### src/rtl/i2c_reg_bridge.sv
`default_nettype none
// ============================================================================
// Module   : i2c_reg_bridge
// Purpose  : I2C target front end for the LED driver. Decodes SCL/SDA and
//            issues single-beat writes/reads on the led_controller register
//            bus. Holds a register pointer with optional auto-increment.
// Ports    : clk_400K, reset (async, active-high)
//            scl_in, sda_in   raw pad inputs (asynchronous)
//            sda_oe           1 = pull SDA low (open drain)
//            bus_addr/bus_wdata/bus_rdata/bus_w_en/bus_r_en  register bus
//            busy             high START..STOP when this target is addressed
// Revision : 1.0 - initial release
// ============================================================================
module i2c_reg_bridge #(
    parameter logic [6:0] SLAVE_ADDR = 7'h62,
    parameter int         ADDR_BITS  = 4,
    parameter int         DATA_BITS  = 8,
    parameter int         NUM_REGS   = 13
) (
    input  logic                 clk_400K,
    input  logic                 reset,
    input  logic                 scl_in,
    input  logic                 sda_in,
    output logic                 sda_oe,
    output logic [ADDR_BITS-1:0] bus_addr,
    output logic [DATA_BITS-1:0] bus_wdata,
    input  logic [DATA_BITS-1:0] bus_rdata,
    output logic                 bus_w_en,
    output logic                 bus_r_en,
    output logic                 busy
);

    typedef enum logic [3:0] {
        S_IDLE      = 4'd0,
        S_ADDR      = 4'd1,
        S_ADDR_ACK  = 4'd2,
        S_PTR       = 4'd3,
        S_PTR_ACK   = 4'd4,
        S_WDATA     = 4'd5,
        S_WDATA_ACK = 4'd6,
        S_RFETCH    = 4'd7,
        S_RDATA     = 4'd8,
        S_RDATA_ACK = 4'd9,
        S_IGNORE    = 4'd10
    } state_t;

    localparam logic [3:0]           c_BYTE_BITS = 4'(DATA_BITS);
    localparam logic [ADDR_BITS-1:0] c_LAST_REG  = ADDR_BITS'(NUM_REGS - 1);

    // Synchronisers idle high so a released bus never looks like an event.
    logic r_scl_s1, r_scl_s2, r_scl_d;
    logic r_sda_s1, r_sda_s2, r_sda_d;

    state_t                 r_state, w_state_nxt;
    logic [3:0]             r_cnt, w_cnt_nxt;
    logic [DATA_BITS-1:0]   r_shift, w_shift_nxt;
    logic [ADDR_BITS-1:0]   r_ptr, w_ptr_nxt;
    logic                   r_ai, w_ai_nxt;
    logic                   r_rw, w_rw_nxt;
    logic                   r_fetch, w_fetch_nxt;
    logic                   r_wr_req, w_wr_req_nxt;
    logic                   w_sda_oe_nxt, w_w_en_nxt, w_r_en_nxt, w_busy_nxt;
    logic [ADDR_BITS-1:0]   w_addr_nxt;
    logic [DATA_BITS-1:0]   w_wdata_nxt;

    logic w_scl_rise, w_scl_fall, w_start, w_stop;
    logic w_byte_done, w_ptr_ok;
    logic [DATA_BITS-1:0] w_shift_in;

    assign w_scl_rise  = r_scl_s2 & ~r_scl_d;
    assign w_scl_fall  = ~r_scl_s2 & r_scl_d;
    assign w_start     = r_scl_s2 & r_scl_d & r_sda_d & ~r_sda_s2;
    assign w_stop      = r_scl_s2 & r_scl_d & ~r_sda_d & r_sda_s2;
    assign w_byte_done = (r_cnt == c_BYTE_BITS);
    assign w_shift_in  = {r_shift[DATA_BITS-2:0], r_sda_s2};
    assign w_ptr_ok    = (int'(r_shift[ADDR_BITS-1:0]) < NUM_REGS);

    function automatic logic [ADDR_BITS-1:0] f_inc(input logic [ADDR_BITS-1:0] p);
        return (p == c_LAST_REG) ? '0 : p + ADDR_BITS'(1);
    endfunction

    always_ff @(posedge clk_400K or posedge reset) begin
        if (reset) begin
            r_scl_s1  <= 1'b1;
            r_scl_s2  <= 1'b1;
            r_scl_d   <= 1'b1;
            r_sda_s1  <= 1'b1;
            r_sda_s2  <= 1'b1;
            r_sda_d   <= 1'b1;
            r_state   <= S_IDLE;
            r_cnt     <= '0;
            r_shift   <= '0;
            r_ptr     <= '0;
            r_ai      <= 1'b0;
            r_rw      <= 1'b0;
            r_fetch   <= 1'b0;
            r_wr_req  <= 1'b0;
            sda_oe    <= 1'b0;
            bus_addr  <= '0;
            bus_wdata <= '0;
            bus_w_en  <= 1'b0;
            bus_r_en  <= 1'b0;
            busy      <= 1'b0;
        end else begin
            r_scl_s1  <= scl_in;
            r_scl_s2  <= r_scl_s1;
            r_scl_d   <= r_scl_s2;
            r_sda_s1  <= sda_in;
            r_sda_s2  <= r_sda_s1;
            r_sda_d   <= r_sda_s2;
            r_state   <= w_state_nxt;
            r_cnt     <= w_cnt_nxt;
            r_shift   <= w_shift_nxt;
            r_ptr     <= w_ptr_nxt;
            r_ai      <= w_ai_nxt;
            r_rw      <= w_rw_nxt;
            r_fetch   <= w_fetch_nxt;
            r_wr_req  <= w_wr_req_nxt;
            sda_oe    <= w_sda_oe_nxt;
            bus_addr  <= w_addr_nxt;
            bus_wdata <= w_wdata_nxt;
            bus_w_en  <= w_w_en_nxt;
            bus_r_en  <= w_r_en_nxt;
            busy      <= w_busy_nxt;
        end
    end

    always_comb begin
        w_state_nxt  = r_state;
        w_cnt_nxt    = r_cnt;
        w_shift_nxt  = r_shift;
        w_ptr_nxt    = r_ptr;
        w_ai_nxt     = r_ai;
        w_rw_nxt     = r_rw;
        w_fetch_nxt  = r_fetch;
        w_wr_req_nxt = 1'b0;
        w_sda_oe_nxt = sda_oe;
        w_addr_nxt   = bus_addr;
        w_wdata_nxt  = bus_wdata;
        w_w_en_nxt   = r_wr_req;   // strobe follows the address/data setup by one clock
        w_r_en_nxt   = 1'b0;
        w_busy_nxt   = busy;

        // Auto-increment after the write strobe has been issued.
        if (r_wr_req && r_ai) begin
            w_ptr_nxt = f_inc(r_ptr);
        end

        case (r_state)
            S_ADDR: begin
                if (w_scl_rise && !w_byte_done) begin
                    w_shift_nxt = w_shift_in;
                    w_cnt_nxt   = r_cnt + 4'd1;
                end else if (w_scl_fall && w_byte_done) begin
                    if (r_shift[DATA_BITS-1:1] == SLAVE_ADDR) begin
                        w_rw_nxt     = r_shift[0];
                        w_busy_nxt   = 1'b1;
                        w_sda_oe_nxt = 1'b1;
                        w_state_nxt  = S_ADDR_ACK;
                    end else begin
                        w_busy_nxt  = 1'b0;
                        w_state_nxt = S_IGNORE;
                    end
                end
            end
            S_ADDR_ACK: begin
                // A read starts fetching during the ACK high phase so the first
                // data bit can replace the ACK on the following falling edge.
                if (r_rw) begin
                    if (w_scl_rise) begin
                        w_fetch_nxt = 1'b0;
                        w_state_nxt = S_RFETCH;
                    end
                end else if (w_scl_fall) begin
                    w_sda_oe_nxt = 1'b0;
                    w_cnt_nxt    = '0;
                    w_state_nxt  = S_PTR;
                end
            end
            S_PTR: begin
                if (w_scl_rise && !w_byte_done) begin
                    w_shift_nxt = w_shift_in;
                    w_cnt_nxt   = r_cnt + 4'd1;
                end else if (w_scl_fall && w_byte_done) begin
                    // An out-of-range pointer is refused and the old pointer kept.
                    if (w_ptr_ok) begin
                        w_ptr_nxt    = r_shift[ADDR_BITS-1:0];
                        w_ai_nxt     = r_shift[DATA_BITS-1];
                        w_sda_oe_nxt = 1'b1;
                        w_state_nxt  = S_PTR_ACK;
                    end else begin
                        w_state_nxt  = S_IGNORE;
                    end
                end
            end
            S_PTR_ACK: begin
                if (w_scl_fall) begin
                    w_sda_oe_nxt = 1'b0;
                    w_cnt_nxt    = '0;
                    w_state_nxt  = S_WDATA;
                end
            end
            S_WDATA: begin
                if (w_scl_rise && !w_byte_done) begin
                    w_shift_nxt = w_shift_in;
                    w_cnt_nxt   = r_cnt + 4'd1;
                end else if (w_scl_fall && w_byte_done) begin
                    w_sda_oe_nxt = 1'b1;
                    w_state_nxt  = S_WDATA_ACK;
                end
            end
            S_WDATA_ACK: begin
                if (w_scl_fall) begin
                    w_sda_oe_nxt = 1'b0;
                    w_addr_nxt   = r_ptr;
                    w_wdata_nxt  = r_shift;
                    w_wr_req_nxt = 1'b1;
                    w_cnt_nxt    = '0;
                    w_state_nxt  = S_WDATA;
                end
            end
            S_RFETCH: begin
                if (!r_fetch) begin
                    w_addr_nxt  = r_ptr;
                    w_r_en_nxt  = 1'b1;
                    w_fetch_nxt = 1'b1;
                end else begin
                    // bus_r_en is high this clock; read data is valid now.
                    w_shift_nxt = bus_rdata;
                    w_fetch_nxt = 1'b0;
                    w_cnt_nxt   = '0;
                    w_state_nxt = S_RDATA;
                end
            end
            S_RDATA: begin
                if (w_scl_fall) begin
                    if (!w_byte_done) begin
                        w_sda_oe_nxt = ~r_shift[DATA_BITS-1];
                        w_shift_nxt  = {r_shift[DATA_BITS-2:0], 1'b0};
                        w_cnt_nxt    = r_cnt + 4'd1;
                    end else begin
                        w_sda_oe_nxt = 1'b0;
                        w_state_nxt  = S_RDATA_ACK;
                    end
                end
            end
            S_RDATA_ACK: begin
                if (w_scl_rise) begin
                    if (!r_sda_s2) begin
                        if (r_ai) begin
                            w_ptr_nxt = f_inc(r_ptr);
                        end
                        w_fetch_nxt = 1'b0;
                        w_state_nxt = S_RFETCH;
                    end else begin
                        w_state_nxt = S_IGNORE;
                    end
                end
            end
            S_IGNORE: begin
                w_sda_oe_nxt = 1'b0;
            end
            default: begin
                w_state_nxt = S_IDLE;
            end
        endcase

        // Bus conditions override whatever the byte engine was doing.
        if (w_stop) begin
            w_state_nxt  = S_IDLE;
            w_sda_oe_nxt = 1'b0;
            w_busy_nxt   = 1'b0;
            w_cnt_nxt    = '0;
        end else if (w_start) begin
            w_state_nxt  = S_ADDR;
            w_sda_oe_nxt = 1'b0;
            w_cnt_nxt    = '0;
        end
    end

endmodule
`default_nettype wire

### config.mk
export PLATFORM = sky130hd
export DESIGN_NAME = i2c_reg_bridge
export DESIGN_NICKNAME = d
export VERILOG_FILES = /design/src/rtl/i2c_reg_bridge.sv
export SDC_FILE = /design/constraint.sdc
export NUM_CORES = 1
export LEC_CHECK = 0
export BUFFER_PORTS_ARGS = -buffer_cell sky130_fd_sc_hd__buf_2
export CORE_MARGIN = 3
export CORE_UTILIZATION = 45
export CTS_CLUSTER_SIZE = 24
export DETAILED_ROUTE_END_ITERATION = 8
export GPL_ROUTABILITY_DRIVEN = 0
export SETUP_SLACK_MARGIN = 0.05
export SYNTH_ARGS = -nofsm -noshare
export SYNTH_HDL_FRONTEND = slang
export SYNTH_SLANG_ARGS = --single-unit
### constraint.sdc
create_clock -name clk_400K -period 3 [get_ports clk_400K]
set_input_delay 0 -clock clk_400K [delete_from_list [all_inputs] [get_ports clk_400K]]
set_output_delay 0 -clock clk_400K [all_outputs]
set_load 0.1 [all_outputs]
# Word-level counts from Yosys, hierarchy flattened
# Cells that the tools add are included.
[classes]
add_sub_neg = 2
magnitude_cmp = 1
n_eq_ne = 43
mux = 75
n_bitwise = 13
n_reduce_logical = 23
[ops]
columns = ["op", "n"]
rows = [
  ["4-bit 2-to-1 mux", 37],
  ["4-bit != test, second input constant", 14],
  ["4-bit one-hot mux with 9 select lines", 1],
  ["8-bit 2-to-1 mux", 4],
  ["1-bit 2-to-1 mux", 27],
  ["8-bit one-hot mux with 3 select lines", 1],
  ["4-bit equality test, second input constant", 5],
  ["2-bit != test, second input constant", 10],
  ["4-bit one-hot mux with 5 select lines", 1],
  ["4-bit by 3-bit equality test with 1-bit output, second input constant", 4],
  ["4-bit one-hot mux with 2 select lines", 2],
  ["14-bit AND reduction", 1],
  ["11-bit AND reduction", 1],
  ["5-bit != test, second input constant", 2],
  ["5-bit AND reduction", 2],
  ["9-bit nonzero test", 1],
  ["4-bit by 1-bit adder with 4-bit output, second input constant", 2],
  ["4-bit by 2-bit equality test with 1-bit output, second input constant", 2],
  ["4-bit by 1-bit != test with 1-bit output, second input constant", 2],
  ["4-bit AND reduction", 2],
  ["1-bit bitwise AND", 7],
  ["7-bit equality test, second input constant", 1],
  ["1-bit one-hot mux with 7 select lines", 1],
  ["7-bit nonzero test", 1],
  ["other kinds (15)", 26],
]
[totals]
reg_bits = 46
inputBits = 12
word_cells = 177

# Longest topological paths before layout
[depth]
depth_word = 8
mapped_depth = 8
mapped_depth_nobuf = 7

# Worst setup path before layout
# No wires, ideal clock.
[synth_timing]
path_kind = "reg-to-reg"
startpoint = "register r_shift[5]"
endpoint = "register r_rw"
setup_time_ns = 0.125
arrival_time_ns = 1.724
t_required_ns = 2.875
slack_ns = 1.151
stages_incl_launch_ff = 5
n_path_buf = 0
synth_period_minus_slack_ns = 1.849
path_cell_list = "dfrtp_1 nand4bb_1 or4b_1 or3_4 mux2_4"
[synth_between]
elab_chain_cells = 2
[synth_lines]
columns = ["element", "line", "source"]
rows = [
  ["start, declared", "56", "logic [DATA_BITS-1:0] r_shift, w_shift_nxt;"],
  ["start signal, assigned", "113", "r_shift <= w_shift_nxt;"],
  ["7-bit equality test", "155", "if (r_shift[DATA_BITS-1:1] == SLAVE_ADDR) begin"],
  ["4-bit AND reduction (no source line)", "--", ""],
  ["end signal, assigned", "116", "r_rw <= w_rw_nxt;"],
  ["end, declared", "59", "logic r_rw, w_rw_nxt;"],
]
# Every way passes these cells.
# A chain may end at the register's enable or synchronous reset.

# Worst setup path after layout
[layout_timing]
startpoint = "register r_scl_d"
endpoint = "register sda_oe"
[layout_between]
elab_chain_cells = 6
elab_cells_between_ends = 27
[layout_lines]
columns = ["element", "line", "source"]
rows = [
  ["start, declared", "51", "logic r_scl_s1, r_scl_s2, r_scl_d;"],
  ["start signal, assigned", "107", "r_scl_d <= r_scl_s2;"],
  ["1-bit bitwise AND", "71", "assign w_scl_fall = ~r_scl_s2 & r_scl_d;"],
  ["1-bit 2-to-1 mux (2 in series)", "--", ""],
  ["1-bit one-hot mux with 7 select lines", "--", ""],
  ["1-bit 2-to-1 mux", "274", "end else if (w_start) begin"],
  ["1-bit 2-to-1 mux", "269", "if (w_stop) begin"],
  ["end signal, assigned", "119", "sda_oe <= w_sda_oe_nxt;"],
  ["end, declared", "24", "output logic sda_oe,"],
]
# Several ways; a longest one is shown, not always the timed one. The select of a mux whose other input is x is not followed.

==> impl_metrics.csv <==
group,metric,value,unit
run_status,outcome,"completed",
yosys,syn_inst,279,
yosys,ys_types,64,
route,wl_per_cell,16.6,um
route,first_iter_violations,290,
clock_tree,clockBufferDepth,2,
floorplan,dieArea,0.00688,mm2
clock_tree,htreeDepth,2,
floorplan,fp.dieW,82.9,um
finish,multi_input_area,0.00139,mm2
sta,maxSlewViolCount,0,
route,via_per_inst,5.80,
setup_path,r2r_setup_slack,0.56,ns
sta,tightest_slew,0.956,ns
yosys,synth-edff-count,0,
power,p_per_area,785,mW/mm2
floorplan,rows,27,
placed_design,pre_cts_ws,0.604,ns
yosys,ys_async_sr_fraction,1.00,
sta,hold_viol,0,
finish,areaGrowthSynthToFinish,13.9,%
setup_path,worst-endpoint-arrival,2.67,ns
setup_path,ff2ff_path_depth,5,
finish,layout-drive-gt1-share,0.214,
clock_tree,cts_tree,"done",
yosys,synth_nets,295,
finish,mostFrequentLayoutCells,"dfrtp_1, nand2_1, buf_2, nor2_1, o21ai_0",
yosys,yosys_warnings,0,
yosys,ys_seq_area_frac,0.435,
global_route,grtUsageTotal,0.196,
sta,tns,0,ns
sta,finClkSkew,0.00930,ns
global_route,grt_pass1_vias,2249,
finish,layout.cells.non_filler,385,
job,drv_cap,0,
finish,final_common_cell,"dfrtp_1",
sta,min_period_over_period,0.812,
setup_path,start_kind,"flip-flop",
sta,layout_setup_ws,0.563,ns
yosys,syn_area,0.00266,mm2
sta,holdWs,0.348,ns
placed_design,numPortBuffers,27,
sta,setup_viol,0,
finish,fin_nets,328,
finish,fillers,524,
worst_hold_path,hold-path-endpoint,"r_sda_s1",
route,routed_wirelength,6390,um
yosys,ys_seq_elements,46,
global_route,grt_max_degree,47,
floorplan,die_y,82.9,um
floorplan,core_area,0.00561,mm2
yosys,synth_flop_cell,"dfrtp_1",
setup_path,r2r_start,"r_scl_d",
setup_path,required,3.24,ns
global_route,grt_first_pass_wirelength,11300,um
worst_hold_path,hold_class,"in2reg",
power,leakagePower,1.36,nW
sta,period_needed,2.44,ns
worst_hold_path,min_from,"sda_in",
clock_tree,post-cts-setup-buffers,0,
placed_design,dp_hpwl,4410,um
finish,antennaDiodeCount,0,
yosys,avgSynthCellArea,9.54,um2
placed_design,dp.cells,366,
global_route,overflow,0,
setup_path,crit_path_end_kind,"flip-flop",
route,drc_errors,0,
clock_tree,cts_root_buf,"clkbuf_8",
sta,rsz0062_at_grt,"no",
power,vdd_drop_max,0.000480,V
finish,final_util,0.541,
route,vias,2234,
finish,register_area,0.00116,mm2
route,drt_first_pass_iters,4,
floorplan,start_util,0.475,
setup_path,cp_max_fo,9,
route,antenna_left,0,
global_route,antenna_found_initial,0,
sta,max-slew-margin-rel,0.362,
floorplan,ios,28,
clock_tree,cts_made_buffers,5,
clock_tree,clk_latency,0.30,ns
setup_path,r2r_end,"sda_oe",
clock_tree,clk_pin_slew,0.08,ns
sta,fmax,410,MHz
worst_hold_path,min_delay_path_depth,2,
clock_tree,cts.sinks,46,
setup_path,crit_type,"reg2reg",
-- state kept, by name (all words and copies together), names as in the netlist, 4 cells and up --
signal and count:
r_state 4, bus_addr 4, bus_wdata 8, r_cnt 4, r_shift 8, r_ptr 4
-- metrics by stage --
step / power (mW) / cell area [um2]
after global routing: 2.54 / 3030
final: 2.38 / 3030
after floorplan: 1.79 / 2660
after detailed placement: 1.97 / 2830
after CTS: 2.38 / 3030
after global placement: 1.97 / 2830
-- worst max-delay path: stages, from the launching register on --
cell	delay (ns)
dfstp_2	0.62
nor2b_1	0.59
nand2_1	0.32
a22o_1	0.32
a222oi_1	0.38
o21a_1	0.15
-- metal layers --
metal | vias to the layer above | wire length, um | global-route usage
li1 | 1102 | - | -
met1 | 1064 | 3010 | 0.279
met2 | 58 | 2980 | 0.302
met3 | 10 | 294 | 0.0317
met4 | 0 | 114 | 0.0654
met5 | - | 0 | 0
-- power breakdown --
group | total [mW] | internal (mW) | switching (mW)
registers | 0.937 | 0.740 | 0.198
clock network | 0.404 | 0.186 | 0.219
logic | 1.04 | 0.335 | 0.703
total | 2.38 | 1.26 | 1.12
-- area by class of cell --
type / count / area share
Sequential cell: 46 / 0.382
Timing Repair Buffer: 41 / 0.0883
Inverter: 8 / 0.00991
Clock inverter: 2 / 0.00413
Clock buffer: 6 / 0.0272
Multi-Input combinational cell: 210 / 0.459
Tap cell: 72 / 0.0297
-- synth_stat cells, types with 3 or more instances --
master | count | share of area
nand3b_1 | 3 | 0.0085
nand3_1 | 12 | 0.023
o21a_1 | 4 | 0.011
dfstp_2 | 6 | 0.059
nor2_1 | 19 | 0.027
o221ai_1 | 3 | 0.0099
buf_4 | 4 | 0.011
inv_1 | 7 | 0.0099
dfrtp_1 | 40 | 0.38
o211ai_1 | 4 | 0.011
mux2_2 | 13 | 0.055
ha_1 | 4 | 0.019
buf_2 | 3 | 0.0056
a21oi_1 | 12 | 0.023
mux2i_1 | 4 | 0.015
o21ai_0 | 14 | 0.026
clkbuf_1 | 5 | 0.0070
nor3_1 | 5 | 0.0094
a31oi_1 | 13 | 0.031
a22oi_1 | 4 | 0.011
nor2b_1 | 8 | 0.019
nand2b_1 | 6 | 0.014
nand2_1 | 36 | 0.051
-- logic make-up after synthesis --
kind of cell / synth area share
simple gates: 0.220
compound gates: 0.201
flops: 0.435
buf+inv: 0.0428
mux: 0.0757
fa+ha+maj: 0.0188
xor+xnor: 0.00658
-- how the worst max path moves through the flow --
stage                             end  cells past startpoint       start  slack [ns]
final                          sda_oe                      5     r_scl_d        0.56
after global routing       r_shift[2]                      5     r_scl_d        0.39
after CTS                 bus_addr[3]                      5     r_scl_d        0.60
after detailed placement  bus_addr[3]                      5     r_scl_d        0.60
after global placement         sda_oe                      5     r_scl_d        0.65
after floorplan                  r_rw                      4  r_shift[5]        1.15
-- what timing repair did --
action / CTS / global route
hold buffers: 11 / 0
endpoints found under the hold margin: 50 / 0
setup endpoints to repair: 0 / 0
resized for setup: 0 / 0
Power figures use the tool's default switching activity.
